### src/rtl/apb_pkg.sv
// Shared types and constants for the APB master controller: state encoding,
// response codes and the one-hot select check.
package apb_pkg;

    typedef enum logic [1:0] {
        IDLE   = 2'd0,
        SETUP  = 2'd1,
        ACCESS = 2'd2
    } apb_state_e;

    localparam logic [1:0] APB_RESP_OK      = 2'b00;
    localparam logic [1:0] APB_RESP_SLVERR  = 2'b01;
    localparam logic [1:0] APB_RESP_TIMEOUT = 2'b10;
    localparam logic [1:0] APB_RESP_DECERR  = 2'b11;

    // True when exactly one bit is set; callers zero-extend selects up to 32 bits.
    function automatic logic apb_onehot(input logic [31:0] v);
        return (v != 32'd0) && ((v & (v - 32'd1)) == 32'd0);
    endfunction

endpackage

### src/rtl/apb_timeout_cnt.sv
// ACCESS-phase watchdog for the APB master: counts cycles while run is high and
// flags the last permitted cycle. Cleared whenever run is low.
module apb_timeout_cnt #(
    parameter int unsigned TO_CYCLES = 16
) (
    input  logic clk,
    input  logic rst_n,
    input  logic run,
    output logic expired
);

    localparam int unsigned CW = (TO_CYCLES > 2) ? $clog2(TO_CYCLES) : 1;

    logic [CW-1:0] cnt_q, cnt_d;

    always_comb begin
        cnt_d   = run ? cnt_q + CW'(1) : '0;
        expired = run && (cnt_q == CW'(TO_CYCLES - 1));
    end

    always_ff @(posedge clk or negedge rst_n) begin
        if (!rst_n) begin
            cnt_q <= '0;
        end else begin
            cnt_q <= cnt_d;
        end
    end

endmodule

### src/rtl/apb_master_ctrl.sv
// APB3/APB4 master: one request at a time, SETUP/ACCESS sequencing, registered
// single-cycle response. Optional ACCESS timeout enabled by APB_TIMEOUT_EN.
module apb_master_ctrl
    import apb_pkg::*;
#(
    parameter int unsigned AW        = 32,
    parameter int unsigned DW        = 32,
    parameter int unsigned NSLV      = 3,
    parameter int unsigned TO_CYCLES = 16
) (
    input  logic              Pclk,
    input  logic              Presetn,
    input  logic              p_req_valid,
    output logic              p_req_ready,
    input  logic [AW-1:0]     p_req_addr,
    input  logic [DW-1:0]     p_req_wdata,
    input  logic [DW/8-1:0]   p_req_strb,
    input  logic              p_req_write,
    input  logic [NSLV-1:0]   p_req_sel,
    output logic [NSLV-1:0]   Pselx,
    output logic              Penable,
    output logic              Pwrite,
    output logic [AW-1:0]     Paddr,
    output logic [DW-1:0]     Pwdata,
    output logic [DW/8-1:0]   Pstrb,
    input  logic [DW-1:0]     Prdata,
    input  logic              Pready,
    input  logic              Pslverr,
    output logic              p_resp_valid,
    output logic [DW-1:0]     p_resp_rdata,
    output logic [1:0]        p_resp_err
);

    apb_state_e state_q, state_d;

    logic [AW-1:0]   addr_q;
    logic [DW-1:0]   wdata_q;
    logic [DW/8-1:0] strb_q;
    logic            write_q;
    logic [NSLV-1:0] sel_q;

    logic            resp_valid_q, resp_valid_d;
    logic [DW-1:0]   resp_rdata_q, resp_rdata_d;
    logic [1:0]      resp_err_q, resp_err_d;
    logic            dec_pend_q, dec_pend_d;

    logic accept, sel_ok, capture, bad_sel, complete, expired;

`ifdef APB_TIMEOUT_EN
    apb_timeout_cnt #(
        .TO_CYCLES (TO_CYCLES)
    ) u_timeout (
        .clk     (Pclk),
        .rst_n   (Presetn),
        .run     (state_q == ACCESS),
        .expired (expired)
    );
`else
    assign expired = 1'b0;
`endif

    always_comb begin
        complete    = (state_q == ACCESS) && Pready;
        p_req_ready = Presetn && ((state_q == IDLE) || complete);
        accept      = p_req_valid && p_req_ready;
        sel_ok      = apb_onehot(32'(p_req_sel));
        capture     = accept && sel_ok;
        bad_sel     = accept && !sel_ok;
    end

    always_comb begin
        state_d = state_q;
        case (state_q)
            IDLE:    if (capture) state_d = SETUP;
            SETUP:   state_d = ACCESS;
            ACCESS: begin
                if (Pready) begin
                    state_d = capture ? SETUP : IDLE;
                end else if (expired) begin
                    state_d = IDLE;
                end
            end
            default: state_d = IDLE;
        endcase
    end

    // A bad select accepted on a completion edge collides with that completion's
    // response, so its DECERR is deferred by one cycle.
    always_comb begin
        resp_valid_d = 1'b0;
        resp_rdata_d = '0;
        resp_err_d   = APB_RESP_OK;
        dec_pend_d   = 1'b0;
        if (complete) begin
            resp_valid_d = 1'b1;
            resp_err_d   = Pslverr ? APB_RESP_SLVERR : APB_RESP_OK;
            resp_rdata_d = (!write_q && !Pslverr) ? Prdata : '0;
            dec_pend_d   = bad_sel;
        end else if ((state_q == ACCESS) && expired) begin
            resp_valid_d = 1'b1;
            resp_err_d   = APB_RESP_TIMEOUT;
        end else if (dec_pend_q || bad_sel) begin
            resp_valid_d = 1'b1;
            resp_err_d   = APB_RESP_DECERR;
            dec_pend_d   = dec_pend_q && bad_sel;
        end
    end

    always_ff @(posedge Pclk or negedge Presetn) begin
        if (!Presetn) begin
            state_q      <= IDLE;
            addr_q       <= '0;
            wdata_q      <= '0;
            strb_q       <= '0;
            write_q      <= 1'b0;
            sel_q        <= '0;
            resp_valid_q <= 1'b0;
            resp_rdata_q <= '0;
            resp_err_q   <= APB_RESP_OK;
            dec_pend_q   <= 1'b0;
        end else begin
            state_q      <= state_d;
            resp_valid_q <= resp_valid_d;
            resp_rdata_q <= resp_rdata_d;
            resp_err_q   <= resp_err_d;
            dec_pend_q   <= dec_pend_d;
            if (capture) begin
                addr_q  <= p_req_addr;
                wdata_q <= p_req_wdata;
                strb_q  <= p_req_strb;
                write_q <= p_req_write;
                sel_q   <= p_req_sel;
            end
        end
    end

    always_comb begin
        Pselx        = ((state_q == SETUP) || (state_q == ACCESS)) ? sel_q : '0;
        Penable      = (state_q == ACCESS);
        Pwrite       = write_q;
        Paddr        = addr_q;
        Pwdata       = wdata_q;
        Pstrb        = write_q ? strb_q : '0;
        p_resp_valid = resp_valid_q;
        p_resp_rdata = resp_rdata_q;
        p_resp_err   = resp_err_q;
    end

endmodule

### config.mk
export PLATFORM = sky130hd
export DESIGN_NAME = apb_master_ctrl
export DESIGN_NICKNAME = d
export VERILOG_FILES = /design/src/rtl/apb_pkg.sv /design/src/rtl/apb_timeout_cnt.sv /design/src/rtl/apb_master_ctrl.sv
export SDC_FILE = /design/constraint.sdc
export NUM_CORES = 1
export LEC_CHECK = 0
export CAP_MARGIN = 20
export CORE_MARGIN = 5
export CORE_UTILIZATION = 42
export DETAILED_ROUTE_END_ITERATION = 7
export PLACE_DENSITY = 0.86
export SYNTH_ARGS = -nofsm -noshare
export SYNTH_HDL_FRONTEND = slang
export SYNTH_SLANG_ARGS = --single-unit
### constraint.sdc
create_clock -name Pclk -period 5 [get_ports Pclk]
set_clock_uncertainty 0.15 [all_clocks]
set_input_delay 1.5 -clock Pclk [delete_from_list [all_inputs] [get_ports Pclk]]
set_output_delay 1.5 -clock Pclk [all_outputs]
set_load 0.02 [all_outputs]
# == After elaboration in Yosys (flattened, before gate mapping) ==
# Index checks and enable logic that the tools add are counted.
# totals
ff_bits,110
inputBits,109
out_inout_bits,109
wordCells,49
# op_classes
add_sub_neg,1
eq_ne,4
muxes,15
bitwise,1
n_reduce_logical,18
# op_table
cell,count
$mux 32,2
$and 3x32->32,1
$logic_not 32->1,1
$logic_and 1x1->1,8
$mux 2,4
$mux 1,6
$pmux 2 s3,1
$mux 4,1
$sub 3x1->4 const B,1
$logic_not 1->1,3
$logic_or 1x1->1,3
$mux 3,1
$reduce_bool 3->1,1
$eq 2x1->1 const B,1
$eq 2x2->1 const B,1
$logic_not 2->1,1
$ne 2x1->1 const B,1
$ne 2x2->1 const B,1
$reduce_and 2->1,1

# == Longest topological paths before layout ==
# Gate-level depths: netlist (run 1).
# depth
word_depth,9
depth_mapped,7
mapped_depth_nobuf,6

# == Least setup slack after synthesis (run 1) ==
# OpenSTA, ideal clock, no wires.
# synth_path
path_type,input port to output port
startpoint,in Pready
endpoint,out p_req_ready
t_arrival_ns,1.896
required_time_ns,3.350
setup_slack_ns,1.454
cell_stages,2
n_path_buf,0
path_cell_list,a21oi_2 -> nor2b_1
# synth_between
elab_chain_len,3
# synth_rtl
element,line_no,rtl
from (decl),apb_master_ctrl.sv:27,"input logic Pready,"
$logic_and 1x1->1,apb_master_ctrl.sv:63,complete = (state_q == ACCESS) && Pready;
$logic_or 1x1->1,apb_master_ctrl.sv:64,p_req_ready = Presetn && ((state_q == IDLE) || complete);
$logic_and 1x1->1,apb_master_ctrl.sv:64,
to (decl),apb_master_ctrl.sv:14,"output logic p_req_ready,"
# Every way passes these cells.

# == Final worst setup path (run 1) ==
# Same ends and word-level chain as after synthesis.

==> impl_metrics.tcl, run 1 <==
set metrics [dict create \
    grt_usage_pct 17.3 \
    io_buffer_count 217 \
    route.detailed.drc 0 \
    switching_share_pct 34.2 \
    outcome "complete, no violations" \
    worstReg2RegStart "state_q[0]" \
    syn-num-nets 380 \
    r2r_setup_slack_ns 2.44 \
    path_max_fanout 8 \
    rsz0062_at_grt "false" \
    yosys.area.top_type "dfrtp_1" \
    final_common_cell "clkdlybuf4s50_1" \
    reg2reg_depth 6 \
    die_y_um 109 \
    ys.warnings.count 0 \
    seqPwrFrac_pct 40.1 \
    post_cts_buffers 0 \
    num-nets-final 601 \
    insertion_delay_ns 0.36 \
    cap_violations 0 \
    cts_root_buffer "clkbuf_8" \
    multiInputGateArea_um2 1300 \
    drive_gt1_share_pct 5.48 \
    finalPower_mw 3.40 \
    hold_ws_ns 0.339 \
    dp_hpwl_um 8020 \
    ant_nets 0 \
    syn-cell-area_um2 4150 \
    mostFrequentLayoutCells "216 x clkdlybuf4s50_1, 110 x dfrtp_1, 69 x mux2_1" \
    vdd_drop_max_mv 0.238 \
    fin_crit_ns 4.67 \
    place_ws_ns 0.340 \
    core_um2 9680 \
    synth_area_leaders "dfrtp_1 66%, mux2_1 19%, and2_1 6.0%" \
    placed_cell_area_um2 6420 \
    hp-start "strb_q[3]" \
    hold_path_depth 1 \
    antenna_found_initial 0 \
    grt_max_degree 74 \
    crit_arrival_ns 3.02 \
    hold_violations 0 \
    insertedDiodeCount 0 \
    wl_per_cell_um 16.5 \
    dr.pass1.iters 4 \
    ys_ff_latch 110 \
    fin_area_um2 6620 \
    ctsHoldBuffers 0 \
    fillers 661 \
    p_leak_nw 2.86 \
    power_switching_mw 1.16 \
    crit_path_start_kind "input port" \
    grt_pass1_vias 3127 \
    start_util_pct 42.8 \
    h-tree-depth 3 \
    setup_tns_ns 0 \
    crit_required_ns 3.35 \
    internal-power_mw 2.24 \
    synthToLayoutAreaGrowth_pct 59.6 \
    cts.clk_slew.worst_paths_ns 0.08 \
    cts-buffers-inserted 9 \
    die_area_um2 12000 \
    synthCells 267 \
    overflow 0 \
    grt_pass1_wl_um 15800 \
    setup_viol 0 \
    stdcell_count 626 \
    regArea_um2 2750 \
    slew-limit-headroom_pct 35.3 \
    hold_class "flop to flop" \
    io_pins 218 \
    num_vias 2906 \
    synth.avg_cell_area_um2 15.5 \
    cts.sinks 110 \
    r2r_end "Paddr[9]" \
    whs_endpoint "strb_q[3]" \
    fmaxAchievable_ghz 0.214 \
    place.gp.congestion 0.811 \
    ys_seq_area_share_pct 66.4 \
    power-per-cell-area_nw_per_um2 514 \
    cts_resized 0 \
    wl_um 10300 \
    clock_path_buffers 2 \
    viasPerCell 4.64 \
    combinationalPowerShare_pct 44.8 \
    rows 36 \
    dieWidth_um 109 \
    fin_ws_ns 0.326 \
    slew_viol_final 0 \
    pwr-share-clk_pct 15.1 \
    ys_types 27 \
    worstSetupPathType "input port to output pin" \
    fin_crit_sh_pct 93.5 \
    fin_util_pct 68.3 \
    first_iter_violations 75 \
    synth_top_area_share_pct 66.4 \
    placed_cells 610 \
    endpoint_kind "output pin" \
    tritoncts "built" \
    worst_pin_slew_ns 0.970 \
]
cells in the mapped netlist:
library cell	instances
buf_6	7
nand2b_1	1
mux2_1	69
a21boi_0	1
nand2_1	3
and2_1	40
nor2_1	1
mux2_2	3
xor2_1	1
a21oi_2	1
or3_1	1
ha_1	4
or2_2	1
inv_1	3
o21a_1	1
nor4_1	1
o21ai_0	3
o32ai_1	1
nor3_1	2
nand2_4	1
nor2_4	1
clkbuf_1	3
a21oi_1	4
a221o_1	1
o211ai_1	2
dfrtp_1	110
nor2b_1	1
worst max-delay path by stage:
stage,start,end,slack [ns],depth (start not counted)
2_1_floorplan,Pready,p_req_ready,1.45,2
3_3_place_gp,Pready,p_req_ready,0.37,4
3_5_place_dp,Pready,p_req_ready,0.34,4
4_1_cts,Pready,p_req_ready,0.34,4
5_1_grt,Pready,p_req_ready,0.28,4
6_report,Pready,p_req_ready,0.33,4
state kept, by name (all words and copies together) (netlist names):
name / cells
sel_q: 3
dec_pend_q: 1
Pwdata: 32
strb_q: 4
p_resp_valid: 1
state_q: 2
Paddr: 32
Pwrite: 1
p_resp_rdata: 32
p_resp_err: 2
metal layers:
metal  wire [µm]  GRT usage [%]
met5           0              0
met4         223           6.95
met3        1220           7.28
met2        5010           29.1
met1        3880           19.4
area by class of cell:
class                   count  area share (%)
clock buffers              14            2.76
inverters                   3           0.170
flip-flops and latches    110            41.6
repair buffers            220            33.1
multi-input cells         144            19.6
well taps                 133            2.52
clock inverters             2           0.208
power by group through the flow:
stage                     Clock, mW  Combinational, mW  Sequential (mW)
after global routing          0.568               1.62             1.41
after floorplan                   0              0.352             1.73
final                         0.513               1.52             1.37
after detailed placement          0               1.54             1.39
after CTS                     0.533               1.55             1.37
after global placement            0               1.51             1.37
worst max-delay path, stage by stage:
cell             delay, ns
clkdlybuf4s50_1       0.62
a21oi_2               0.13
nor2b_1               0.14
clkdlybuf4s50_1       0.62
logic make-up after synthesis:
kind of cell | synth area share [%]
flip-flops | 66.4
XOR/XNOR | 0.211
AO/OA/AOI/OAI | 2.23
adder cells (fa/ha/maj) | 1.21
buffers and inverters | 2.44
multiplexers | 19.6
AND/OR/NAND/NOR | 7.94
(Power assumes the default switching activity.)
==> inputs of run 2 (changes only) <==
- CORE_ASPECT_RATIO: default -> 0.9
- SKIP_CTS_REPAIR_TIMING: default -> 1
==> impl_metrics.tcl, run 2 (synthesized netlist as in run 1, its figures left out) <==
set metrics [dict create \
    rows 34 \
    cts.clk_slew.worst_paths_ns 0.10 \
    io_buffer_count 217 \
    path_max_fanout 8 \
    dr.pass1.iters 4 \
    core_um2 9660 \
    place.gp.congestion 0.774 \
    fmaxAchievable_ghz 0.216 \
    first_iter_violations 108 \
    grt_pass1_wl_um 16400 \
    wl_per_cell_um 16.8 \
    worst_pin_slew_ns 0.963 \
    crit_start "Pready" \
    slew_viol_final 0 \
    insertion_delay_ns 0.35 \
    fin_util_pct 68.2 \
    cts-buffers-inserted 9 \
    hp-start "sel_q[2]" \
    p_leak_nw 2.85 \
    grt_pass1_vias 3203 \
    insertedDiodeCount 0 \
    r2r_end "strb_q[0]" \
    power-per-cell-area_nw_per_um2 515 \
    endpoint_kind "output pin" \
    start_util_pct 42.9 \
    slew-limit-headroom_pct 35.8 \
    dieWidth_um 115 \
    rsz0062_at_grt "false" \
    die_area_um2 12000 \
    route.detailed.drc 0 \
    crit_required_ns 3.35 \
    fillers 683 \
    whs_endpoint "sel_q[2]" \
    finalPower_mw 3.39 \
    synthToLayoutAreaGrowth_pct 59.0 \
    ant_nets 0 \
    setup_viol 0 \
    fin_crit_sh_pct 92.5 \
    viasPerCell 4.69 \
    hold_class "flop to flop" \
    cts_root_buffer "clkbuf_8" \
    crit_arrival_ns 2.98 \
    dp_hpwl_um 8080 \
    antenna_found_initial 0 \
    clock_path_buffers 2 \
    grt_max_degree 74 \
    wl_um 10400 \
    io_pins 218 \
    cap_violations 0 \
    crit_path_start_kind "input port" \
    h-tree-depth 3 \
    grt_usage_pct 17.6 \
    tritoncts "built" \
    num_vias 2900 \
    num-nets-final 601 \
    final_common_cell "clkdlybuf4s50_1" \
    hold_violations 0 \
    worstReg2RegStart "state_q[0]" \
    die_y_um 104 \
    drive_gt1_share_pct 5.49 \
    overflow 0 \
    cts.sinks 110 \
    worstSetupPathType "input port to output pin" \
    setup_tns_ns 0 \
    fin_crit_ns 4.63 \
    outcome "complete, no violations" \
    hold_path_depth 1 \
    r2r_setup_slack_ns 2.43 \
    reg2reg_depth 6 \
    vdd_drop_max_mv 0.298 \
    mostFrequentLayoutCells "216 x clkdlybuf4s50_1, 110 x dfrtp_1, 69 x mux2_1" \
]
==> run 2: cell count changes in the layout (fill, tap and decap cells not counted) <==
| cell | previous run | this run |
|---|---|---|
| clkbuf_1 | 1 | 0 |
| clkbuf_8 | 13 | 10 |
| inv_6 | 0 | 2 |
| inv_8 | 0 | 1 |
==> run 2: worst max-delay path, stage by stage <==
cell and delay, ns:
clkdlybuf4s50_1 0.61, a21oi_2 0.13, nor2b_1 0.13, clkdlybuf4s50_1 0.61
==> run 2: worst max-delay path by stage <==
| stage | depth (start not counted) | endpoint | slack [ns] |
|---|---|---|---|
| final | 4 | p_req_ready | 0.37 |
| after global routing | 4 | p_req_ready | 0.24 |
| after CTS | 4 | p_req_ready | 0.37 |
| after detailed placement | 4 | p_req_ready | 0.37 |
| after global placement | 4 | p_req_ready | 0.38 |
| after floorplan | 2 | p_req_ready | 1.45 |
==> run 2: final cells by class <==
class | count | area (µm²) | share of cell area, %
multi-input cells | 144 | 1300 | 19.7
repair buffers | 220 | 2190 | 33.3
clock inverters | 5 | 42.5 | 0.646
clock buffers | 10 | 138 | 2.09
well taps | 126 | 158 | 2.39
inverters | 3 | 11.3 | 0.171
flip-flops and latches | 110 | 2750 | 41.8
==> run 2: routing by layer <==
layer  up-vias  GRT usage [%]  part of all wire [%]  wire, µm
li1       1345              -                     -         -
met1      1391           20.3                    38      3930
met2       150           28.3                    48      4980
met3        14           9.02                    13      1310
met4         0           5.45                   1.9       193
met5         -              0                     0         0
==> run 2: stage by stage <==
step	worst slack [ns]	instances	cell area, µm²	hold slack, ns
2_1_floorplan	1.45	267	4150	0.306
3_3_place_gp	0.379	603	6410	0.316
3_5_place_dp	0.374	603	6410	0.325
4_1_cts	0.371	618	6590	0.350
5_1_grt	0.244	618	6590	0.365
6_report	0.374	618	6590	0.346
==> run 2: power by group <==
group	switching, mW	internal (mW)	total (mW)
clock	0.298	0.200	0.498
sequential	0.165	1.20	1.37
combinational	0.727	0.799	1.53
==> inputs of run 3 (changes only) <==
- ABC_CLOCK_PERIOD_IN_PS: default -> 5000
==> results of run 3 <==
Same layout as run 2: the final DEF is identical, and so are final timing and power.
